File: src/rtl/wb_trace_fifo_if.sv
// Writeback capture and trace drain signals for wb_trace_fifo.
// The master side drives writebacks and consumes the trace stream.
interface wb_trace_fifo_if;
  logic        wb_en;
  logic [4:0]  wb_reg;
  logic [31:0] wb_data;
  logic [11:0] wb_pc;
  logic        trace_valid;
  logic        trace_ready;
  logic [11:0] trace_pc;
  logic [4:0]  trace_reg;
  logic [31:0] trace_data;

  modport master (
    output wb_en, wb_reg, wb_data, wb_pc, trace_ready,
    input  trace_valid, trace_pc, trace_reg, trace_data
  );

  modport slave (
    input  wb_en, wb_reg, wb_data, wb_pc, trace_ready,
    output trace_valid, trace_pc, trace_reg, trace_data
  );
endinterface

File: src/rtl/wb_trace_fifo.sv
// Writeback trace FIFO: captures regfile writes as {pc, reg, data} records and
// drains them first-word-fall-through over valid/ready, counting overflow drops.
module wb_trace_fifo #(
  parameter int DEPTH   = 8,
  parameter int CNT_W   = 8,
  parameter bit DROP_R0 = 1'b1
) (
  input  logic                         clock,
  input  logic                         reset,
  input  logic                         clear,
  wb_trace_fifo_if.slave               bus,
  output logic [$clog2(DEPTH+1)-1:0]   level,
  output logic                         overflow,
  output logic [CNT_W-1:0]             drop_cnt
);

  localparam int PTR_W = $clog2(DEPTH);
  localparam int LVL_W = $clog2(DEPTH + 1);

  typedef struct packed {
    logic [11:0] pc;
    logic [4:0]  rg;
    logic [31:0] data;
  } rec_t;

  rec_t             mem_r [DEPTH];
  logic [PTR_W-1:0] wr_ptr_r, rd_ptr_r, wr_ptr_nxt_s, rd_ptr_nxt_s;
  logic [LVL_W-1:0] level_r, level_nxt_s;
  logic [CNT_W-1:0] drop_cnt_r, drop_cnt_nxt_s;
  logic             overflow_r, overflow_nxt_s;
  logic             valid_r, valid_nxt_s;
  rec_t             head_r, head_nxt_s, wb_rec_s;
  logic             push_req_s, pop_s, push_s, drop_s;

  // Handshake qualification and next-state computation for pointers, level, counters and head.
  always_comb begin
    wb_rec_s       = '{pc: bus.wb_pc, rg: bus.wb_reg, data: bus.wb_data};
    push_req_s     = bus.wb_en & ~((DROP_R0 == 1'b1) & (bus.wb_reg == 5'd0));
    pop_s          = valid_r & bus.trace_ready;
    push_s         = push_req_s & ((level_r < LVL_W'(DEPTH)) | pop_s);
    drop_s         = push_req_s & ~push_s;
    wr_ptr_nxt_s   = wr_ptr_r;
    rd_ptr_nxt_s   = rd_ptr_r;
    level_nxt_s    = level_r;
    drop_cnt_nxt_s = drop_cnt_r;
    overflow_nxt_s = overflow_r;
    head_nxt_s     = head_r;

    if (clear) begin
      wr_ptr_nxt_s   = '0;
      rd_ptr_nxt_s   = '0;
      level_nxt_s    = '0;
      drop_cnt_nxt_s = '0;
      overflow_nxt_s = 1'b0;
    end else begin
      if (push_s) begin
        wr_ptr_nxt_s = wr_ptr_r + PTR_W'(1);
      end else begin
        wr_ptr_nxt_s = wr_ptr_r;
      end
      if (pop_s) begin
        rd_ptr_nxt_s = rd_ptr_r + PTR_W'(1);
      end else begin
        rd_ptr_nxt_s = rd_ptr_r;
      end
      if (push_s && !pop_s) begin
        level_nxt_s = level_r + LVL_W'(1);
      end else if (pop_s && !push_s) begin
        level_nxt_s = level_r - LVL_W'(1);
      end else begin
        level_nxt_s = level_r;
      end
      if (drop_s) begin
        overflow_nxt_s = 1'b1;
        if (drop_cnt_r != {CNT_W{1'b1}}) begin
          drop_cnt_nxt_s = drop_cnt_r + CNT_W'(1);
        end else begin
          drop_cnt_nxt_s = drop_cnt_r;
        end
      end else begin
        overflow_nxt_s = overflow_r;
        drop_cnt_nxt_s = drop_cnt_r;
      end
      // The new head slot is still being written this edge when it equals wr_ptr; bypass it.
      if (level_nxt_s != '0) begin
        if (push_s && (wr_ptr_r == rd_ptr_nxt_s)) begin
          head_nxt_s = wb_rec_s;
        end else begin
          head_nxt_s = mem_r[rd_ptr_nxt_s];
        end
      end else begin
        head_nxt_s = head_r;
      end
    end
    valid_nxt_s = (level_nxt_s != '0);
  end

  // Control state and registered trace outputs.
  always_ff @(posedge clock or negedge reset) begin
    if (!reset) begin
      wr_ptr_r   <= '0;
      rd_ptr_r   <= '0;
      level_r    <= '0;
      drop_cnt_r <= '0;
      overflow_r <= 1'b0;
      valid_r    <= 1'b0;
      head_r     <= '0;
    end else begin
      wr_ptr_r   <= wr_ptr_nxt_s;
      rd_ptr_r   <= rd_ptr_nxt_s;
      level_r    <= level_nxt_s;
      drop_cnt_r <= drop_cnt_nxt_s;
      overflow_r <= overflow_nxt_s;
      valid_r    <= valid_nxt_s;
      head_r     <= head_nxt_s;
    end
  end

  // Record storage; contents are don't-care until written, so no reset.
  always_ff @(posedge clock) begin
    if (push_s && !clear) begin
      mem_r[wr_ptr_r] <= wb_rec_s;
    end
  end

  assign bus.trace_valid = valid_r;
  assign bus.trace_pc    = head_r.pc;
  assign bus.trace_reg   = head_r.rg;
  assign bus.trace_data  = head_r.data;
  assign level           = level_r;
  assign overflow        = overflow_r;
  assign drop_cnt        = drop_cnt_r;

endmodule

File: src/flat_wrapper.sv
// flat-port wrapper written by rule: the top's interface ports become plain ports
module wb_trace_fifo_flat 
#(
  parameter int DEPTH   = 8,
  parameter int CNT_W   = 8,
  parameter bit DROP_R0 = 1'b1
)
  (clock, reset, clear, level, overflow, drop_cnt, bus_wb_en, bus_wb_reg, bus_wb_data, bus_wb_pc, bus_trace_ready, bus_trace_valid, bus_trace_pc, bus_trace_reg, bus_trace_data);
  wb_trace_fifo_if bus_i ();
  input  logic clock;
  input  logic reset;
  input  logic clear;
  output logic [$clog2(DEPTH+1)-1:0] level;
  output logic overflow;
  output logic [CNT_W-1:0] drop_cnt;
  input wire logic [$bits(bus_i.wb_en)-1:0] bus_wb_en;
  input wire logic [$bits(bus_i.wb_reg)-1:0] bus_wb_reg;
  input wire logic [$bits(bus_i.wb_data)-1:0] bus_wb_data;
  input wire logic [$bits(bus_i.wb_pc)-1:0] bus_wb_pc;
  input wire logic [$bits(bus_i.trace_ready)-1:0] bus_trace_ready;
  output wire logic [$bits(bus_i.trace_valid)-1:0] bus_trace_valid;
  output wire logic [$bits(bus_i.trace_pc)-1:0] bus_trace_pc;
  output wire logic [$bits(bus_i.trace_reg)-1:0] bus_trace_reg;
  output wire logic [$bits(bus_i.trace_data)-1:0] bus_trace_data;
  assign bus_i.wb_en = bus_wb_en;
  assign bus_i.wb_reg = bus_wb_reg;
  assign bus_i.wb_data = bus_wb_data;
  assign bus_i.wb_pc = bus_wb_pc;
  assign bus_i.trace_ready = bus_trace_ready;
  assign bus_trace_valid = bus_i.trace_valid;
  assign bus_trace_pc = bus_i.trace_pc;
  assign bus_trace_reg = bus_i.trace_reg;
  assign bus_trace_data = bus_i.trace_data;
  wb_trace_fifo #(.DEPTH(DEPTH), .CNT_W(CNT_W), .DROP_R0(DROP_R0)) u_core (.clock(clock), .reset(reset), .clear(clear), .bus(bus_i), .level(level), .overflow(overflow), .drop_cnt(drop_cnt));
endmodule
File: config.mk
export PLATFORM = sky130hd
export DESIGN_NAME = wb_trace_fifo_flat
export DESIGN_NICKNAME = d
export VERILOG_FILES = /design/src/rtl/wb_trace_fifo_if.sv /design/src/rtl/wb_trace_fifo.sv /design/src/flat_wrapper.sv
export SDC_FILE = /design/constraint.sdc
export NUM_CORES = 1
export LEC_CHECK = 0
export CAP_MARGIN = 20
export CORE_AREA = 5 5 219 221
export DETAILED_ROUTE_END_ITERATION = 6
export DIE_AREA = 0 0 224 226
export SLEW_MARGIN = 25
export SYNTH_ARGS = -nofsm -noshare
export SYNTH_HDL_FRONTEND = slang
export SYNTH_SLANG_ARGS = --single-unit
File: constraint.sdc
create_clock -name clock -period 7 [get_ports clock]
set_input_delay 1.75 -clock clock [delete_from_list [all_inputs] [get_ports clock]]
set_output_delay 1.75 -clock clock [all_outputs]
set_load 0.005 [all_outputs]
==> impl_metrics.env, run 1 <==
export IMPL_status="finished clean"
export IMPL_worstMarginPinSlew_ps=937.4
export IMPL_detail_route_wl_per_cell_um=22.00
export IMPL_coreArea_um2=45960
export IMPL_dp_hpwl_um=20850
export IMPL_grtUsageTotal_pct=15.25
export IMPL_die_w_um=224
export IMPL_final_antenna_net_count=0
export IMPL_syn_nets=1036
export IMPL_crit_type="in -> reg"
export IMPL_antenna_found_initial=1
export IMPL_die_area_um2=50620
export IMPL_slew_violations=0
export IMPL_synth_area_per_cell_um2=18.42
export IMPL_yosys_warnings=0
export IMPL_die_y_um=226
export IMPL_clkTransAtPathRegs_ps=60
export IMPL_cts_path_max_buffers=3
export IMPL_synth_flop_cell="edfxtp_1"
export IMPL_pwr_density_cell_nw_per_um2=350.9
export IMPL_largest_register="u_core.mem_r"
export IMPL_clock_sinks=461
export IMPL_slew_headroom_pct=37.51
export IMPL_crit_arrival_ps=4650
export IMPL_fmax_mhz=226.5
export IMPL_gp_congestion=0.7257
export IMPL_cts_setup_buffers=0
export IMPL_post_route_drc_count=0
export IMPL_ys_types=41
export IMPL_netlist_area_um2=18000
export IMPL_grt_pass1_wl_um=59090
export IMPL_overflow=0
export IMPL_cts_hold_buf=0
export IMPL_vias_per_cell=5.178
export IMPL_initial_core_util_pct=39.16
export IMPL_finalInstanceArea_um2=21600
export IMPL_synth_seq_cells=461
export IMPL_hold_class="reg -> reg"
export IMPL_worstPathMaxFanout=21
export IMPL_num_io_pins=117
export IMPL_final_nets=1173
export IMPL_clock_latency_ps=570
export IMPL_portBuffers=116
export IMPL_firstDrtPassIters=5
export IMPL_ctsResizeCount=0
export IMPL_clock_skew_ps=19.76
export IMPL_irDropWorstVdd_uv=225.9
export IMPL_placed_cell_area_um2=20010
export IMPL_routed_wirelength_um=38740
export IMPL_finalSetupViolCount=0
export IMPL_fin_crit_sh_pct=63.06
export IMPL_num_vias=9118
export IMPL_seq_area_frac_synth_pct=75.00
export IMPL_required_ps=7230
export IMPL_cts_tree="yes"
export IMPL_cp_end_kind="flip-flop"
export IMPL_synthArstFlopShare_pct=14.97
export IMPL_synth_edf_count=392
export IMPL_grt_max_degree=98
export IMPL_area_growth_pct=20.03
export IMPL_syn_inst=977
export IMPL_cap_violations=0
export IMPL_row_count=79
export IMPL_p_leak_nw=7.470
export IMPL_layout_drive_gt1_share_pct=17.52
export IMPL_rsz0062_at_grt="false"
export IMPL_tns_ps=0
export IMPL_largest_register_ffs=392
export IMPL_cts_max_level=2
export IMPL_finalHoldViolCount=0
export IMPL_fin_crit_ps=4414
export IMPL_cp_start_kind="input port"
export IMPL_clock_root_buffer="clkbuf_16"
export IMPL_first_iter_violations=689
export IMPL_cts_buffers=49
export IMPL_fillCellCount=3941
export IMPL_grt_pass1_vias=9489
[cells by family after synthesis]
group	after synthesis	synth area share, %
compound gates	128	3.907
fa+ha+maj	5	0.3476
simple gates	162	3.872
flops	461	75.00
buf+inv	58	1.529
mux	149	14.62
xor+xnor	14	0.7231
[power breakdown]
part / switching (W) / internal, W
sequential: 0.000123 / 0.00319
clock: 0.00104 / 0.00146
combinational: 0.000858 / 0.000916
[cells in the mapped netlist (2+ instances only)]
library cell / instances / share of area (%)
buf_1: 3 / 0.063
inv_1: 5 / 0.10
or2_2: 2 / 0.070
nor2_1: 69 / 1.4
clkbuf_1: 23 / 0.48
or3_1: 3 / 0.10
o32ai_1: 2 / 0.097
nand2_1: 59 / 1.2
o21ai_1: 21 / 0.58
o31ai_1: 3 / 0.13
ha_1: 5 / 0.35
nor3_1: 4 / 0.11
mux4_2: 91 / 11
xor2_1: 7 / 0.34
mux2i_1: 57 / 3.2
buf_2: 19 / 0.53
nand4_1: 2 / 0.070
a21oi_1: 55 / 1.5
o21ai_0: 29 / 0.81
xnor2_1: 6 / 0.29
a211oi_1: 12 / 0.50
nand3_1: 6 / 0.17
nor2b_1: 10 / 0.35
nand2b_1: 2 / 0.070
buf_4: 7 / 0.29
edfxtp_1: 392 / 65
dfrtp_1: 69 / 9.6
[critical path, cell delays in order]
cell	delay, ps
clkdlybuf4s50_1	690
or2_2	210
o21a_1	320
nand2_1	160
nor2_1	110
nand2_1	230
nor2_4	710
buf_4	430
[placed cells by master (no fill, tap or decap), types with 5 or more instances in the layout]
master / netlist / layout
a211oi_1: 12 / 12
a21oi_1: 55 / 55
buf_12: 0 / 6
buf_4: 7 / 17
clkbuf_1: 23 / 11
clkbuf_16: 0 / 49
clkbuf_8: 0 / 5
clkdlybuf4s50_1: 0 / 115
clkinv_1: 0 / 8
clkinv_2: 0 / 7
dfrtp_1: 69 / 69
edfxtp_1: 392 / 392
ha_1: 5 / 5
inv_1: 5 / 5
mux2i_1: 57 / 56
mux4_2: 91 / 91
nand2_1: 59 / 59
nand3_1: 6 / 6
nor2_1: 69 / 63
nor2_4: 0 / 6
nor2b_1: 10 / 10
o21ai_0: 29 / 29
o21ai_1: 21 / 21
xnor2_1: 6 / 5
xor2_1: 7 / 7
[path summary, 6_finish.rpt]
| kind | from | to | slack (ps) | depth (start not counted) |
|---|---|---|---|---|
| worst max-delay path | bus_wb_reg[1] | u_core.mem_r[5][14] | 2590 | 8 |
| worst min-delay path | u_core.bus.trace_data[2] | u_core.bus.trace_data[2] | 470 | 2 |
| worst max register to register | u_core.bus.trace_valid | u_core.bus.trace_pc[2] | 3990 | 8 |
| worst min register to register | u_core.bus.trace_data[2] | u_core.bus.trace_data[2] | 470 | 2 |
| max in group asynchronous | reset | u_core.bus.trace_data[20] | 4870 | 2 |
| min in group asynchronous | reset | u_core.drop_cnt[7] | 1140 | 1 |
[per-stage QoR]
| stage | total power [W] | util [%] | hold WS, ps | worst slack (ps) | cells |
|---|---|---|---|---|---|
| CTS | 0.007692 | 46.92 | 484.0 | 2444 | 1759 |
| detailed placement | 0.005181 | 43.53 | 471.1 | 1808 | 1669 |
| global route | 0.007989 | 46.99 | 497.4 | 2440 | 1760 |
| floorplan | 0.004495 | - | 472.6 | 571.1 | 977 |
| global placement | 0.005160 | 43.51 | 464.0 | 1891 | 1669 |
| finish | 0.007581 | 47.00 | 474.0 | 2586 | 1761 |
[per-layer routing]
layer	GRT usage (%)	wire, um
met1	21.39	17480
met4	3.360	659
met5	0	0
met2	24.80	18650
met3	3.380	1949
[final cells by class]
cell class / count / area (um^2) / area share, %
timing repair buffer: 139 / 1426 / 6.603
inverter: 5 / 18.77 / 0.08688
clock buffer: 65 / 1336 / 6.186
sequential: 461 / 13500 / 62.48
tap: 607 / 759.5 / 3.516
multi-input combinational: 458 / 4339 / 20.09
clock inverter: 25 / 221.5 / 1.025
antenna: 1 / 2.502 / 0.01158
Note: power is estimated with default switching activity, not from simulation.
==> inputs of run 2 (changes only) <==
Clock period 7 ns to 4.55 ns, I/O delays scaled along.
==> run 2 against run 1 <==
Effect of this change:
- critical path depth is 2 higher
- hold slack improved by 6.8 ps
- die area is the same
- worst setup slack got worse by 1600 ps
- sequential share of layout area down 0.64 points
- non-clock buffer count up 12
- via count grew 0.60%
- combinational power is 58% higher
- clock skew increased by 1.3 ps
- global-route usage down 0.086 points
- sequential cell count is the same
- wire length shrank 0.75%
- critical endpoint is now u_core.bus.trace_data[9]
==> impl_metrics.env, run 2 (same netlist as run 1, synthesis figures left out) <==
export IMPL_crit_arrival_ps=3990
export IMPL_tns_ps=0
export IMPL_final_cell_mix="edfxtp_1 (392), clkdlybuf4s50_1 (115), mux4_2 (91)"
export IMPL_min_path_cells=2
export IMPL_first_iter_violations=673
export IMPL_irDropWorstVdd_uv=320.4
export IMPL_vias_per_cell=5.171
export IMPL_ctsResizeCount=0
export IMPL_regToRegSetupSlack_ps=1630
export IMPL_cap_violations=0
export IMPL_finalHoldViolCount=0
export IMPL_r2r_start="u_core.bus.trace_valid"
export IMPL_largest_register_ffs=392
export IMPL_cts_max_level=2
export IMPL_grtUsageTotal_pct=15.17
export IMPL_crit_type="in -> reg"
export IMPL_largest_register="u_core.mem_r"
export IMPL_final_nets=1185
export IMPL_layout_commonest_cell="edfxtp_1"
export IMPL_grt_pass1_wl_um=58710
export IMPL_num_vias=9173
export IMPL_row_count=79
export IMPL_pwr_density_cell_nw_per_um2=539.4
export IMPL_grt_use_met1_pct=21.45
export IMPL_critPathCapture="u_core.bus.trace_data[9]"
export IMPL_detail_route_wl_per_cell_um=21.67
export IMPL_layout_drive_gt1_share_pct=17.84
export IMPL_slew_violations=0
export IMPL_slew_headroom_pct=48.28
export IMPL_antenna_found_initial=2
export IMPL_cts_tree="yes"
export IMPL_gp_congestion=0.6905
export IMPL_overflow=0
export IMPL_grtUsageMet3_pct=2.808
export IMPL_coreArea_um2=45960
export IMPL_worstMarginPinSlew_ps=775.8
export IMPL_dp_hpwl_um=20610
export IMPL_cts_setup_buffers=0
export IMPL_final_antenna_net_count=0
export IMPL_ff_latch_area_um2=13500
export IMPL_clock_sinks=461
export IMPL_worstPathMaxFanout=19
export IMPL_cts_hold_buf=0
export IMPL_timing_rr_end="u_core.bus.trace_data[9]"
export IMPL_fin_crit_sh_pct=77.65
export IMPL_fmax_mhz=283.0
export IMPL_hold_ws_ps=480.8
export IMPL_cts_path_max_buffers=3
export IMPL_finalSetupViolCount=0
export IMPL_die_area_um2=50620
export IMPL_status="finished clean"
export IMPL_portBuffers=116
export IMPL_grt_busiest_layer="met2"
export IMPL_die_w_um=224
export IMPL_cp_end_kind="flip-flop"
export IMPL_clock_skew_ps=21.09
export IMPL_multiInputGateArea_um2=4334
export IMPL_grt_max_degree=70
export IMPL_rsz0062_at_grt="false"
export IMPL_r2r_cells=9
export IMPL_area_growth_pct=21.27
export IMPL_p_total_w=0.01177
export IMPL_grt_pass1_vias=9522
export IMPL_post_route_drc_count=0
export IMPL_firstDrtPassIters=4
export IMPL_p_leak_nw=7.562
export IMPL_hold_class="reg -> reg"
export IMPL_cp_start_kind="input port"
export IMPL_required_ps=5010
export IMPL_cp_startpoint="bus_trace_ready"
export IMPL_clkTransAtPathRegs_ps=60
export IMPL_fin_crit_ps=3533
export IMPL_fillCellCount=3869
export IMPL_initial_core_util_pct=39.16
export IMPL_num_io_pins=117
export IMPL_clock_latency_ps=590
export IMPL_routed_wirelength_um=38450
export IMPL_grt_use_met2_pct=24.52
export IMPL_cts_buffers=49
export IMPL_die_y_um=226
export IMPL_clock_root_buffer="clkbuf_16"
[run 2: cell type report]
| type | count | share of cell area (%) |
|---|---|---|
| Clock inverter | 24 | 1.095 |
| Sequential cell | 461 | 61.84 |
| Multi-Input combinational cell | 458 | 19.86 |
| Timing Repair Buffer | 151 | 7.561 |
| Tap cell | 607 | 3.480 |
| Clock buffer | 67 | 6.065 |
| Inverter | 5 | 0.08599 |
| Antenna cell | 1 | 0.01147 |
[run 2: worst max-delay path: stages]
cell             delay, ps
clkdlybuf4s50_1        470
and2_1                 280
xnor2_4                630
buf_12                 290
buf_4                  240
mux4_2                 520
mux2i_1                150
nor2_1                  60
a21oi_1                110
o21ai_0                 80
[run 2: worst min-delay path by stage]
stage / startpoint / endpoint / slack, ps
after global placement: u_core.bus.trace_data[26] / u_core.bus.trace_data[26] / 470
after global routing: u_core.bus.trace_data[22] / u_core.bus.trace_data[22] / 500
after detailed placement: u_core.bus.trace_data[2] / u_core.bus.trace_data[2] / 470
after CTS: u_core.bus.trace_data[2] / u_core.bus.trace_data[2] / 490
final: u_core.bus.trace_data[2] / u_core.bus.trace_data[2] / 480
after floorplan: u_core.bus.trace_data[17] / u_core.bus.trace_data[17] / 470
[run 2: report_power, final]
part | internal (W) | leakage (nW) | switching, W
logic | 0.00150 | 2.39 | 0.00131
registers | 0.00491 | 4.42 | 0.000197
clock network | 0.00227 | 0.756 | 0.00160
total | 0.00867 | 7.56 | 0.00310
[run 2: routing by layer]
metal  vias to the layer above  routed length [um]
met1                      4773               17120
met2                       196               18500
met3                        56                2094
met5                         -                   0
li1                       4148                   -
met4                         0                 733
[run 2: stage by stage]
stage          instance area (um^2)  std cells  worst slack [ps]  util (%)
2_1_floorplan                 18010        977             52.10         -
3_3_place_gp                  20260       1682             413.9     44.07
3_5_place_dp                  20260       1682             367.9     44.08
4_1_cts                       21820       1773             982.8     47.48
5_1_grt                       21820       1773             831.7     47.48
6_report                      21830       1774              1017     47.49
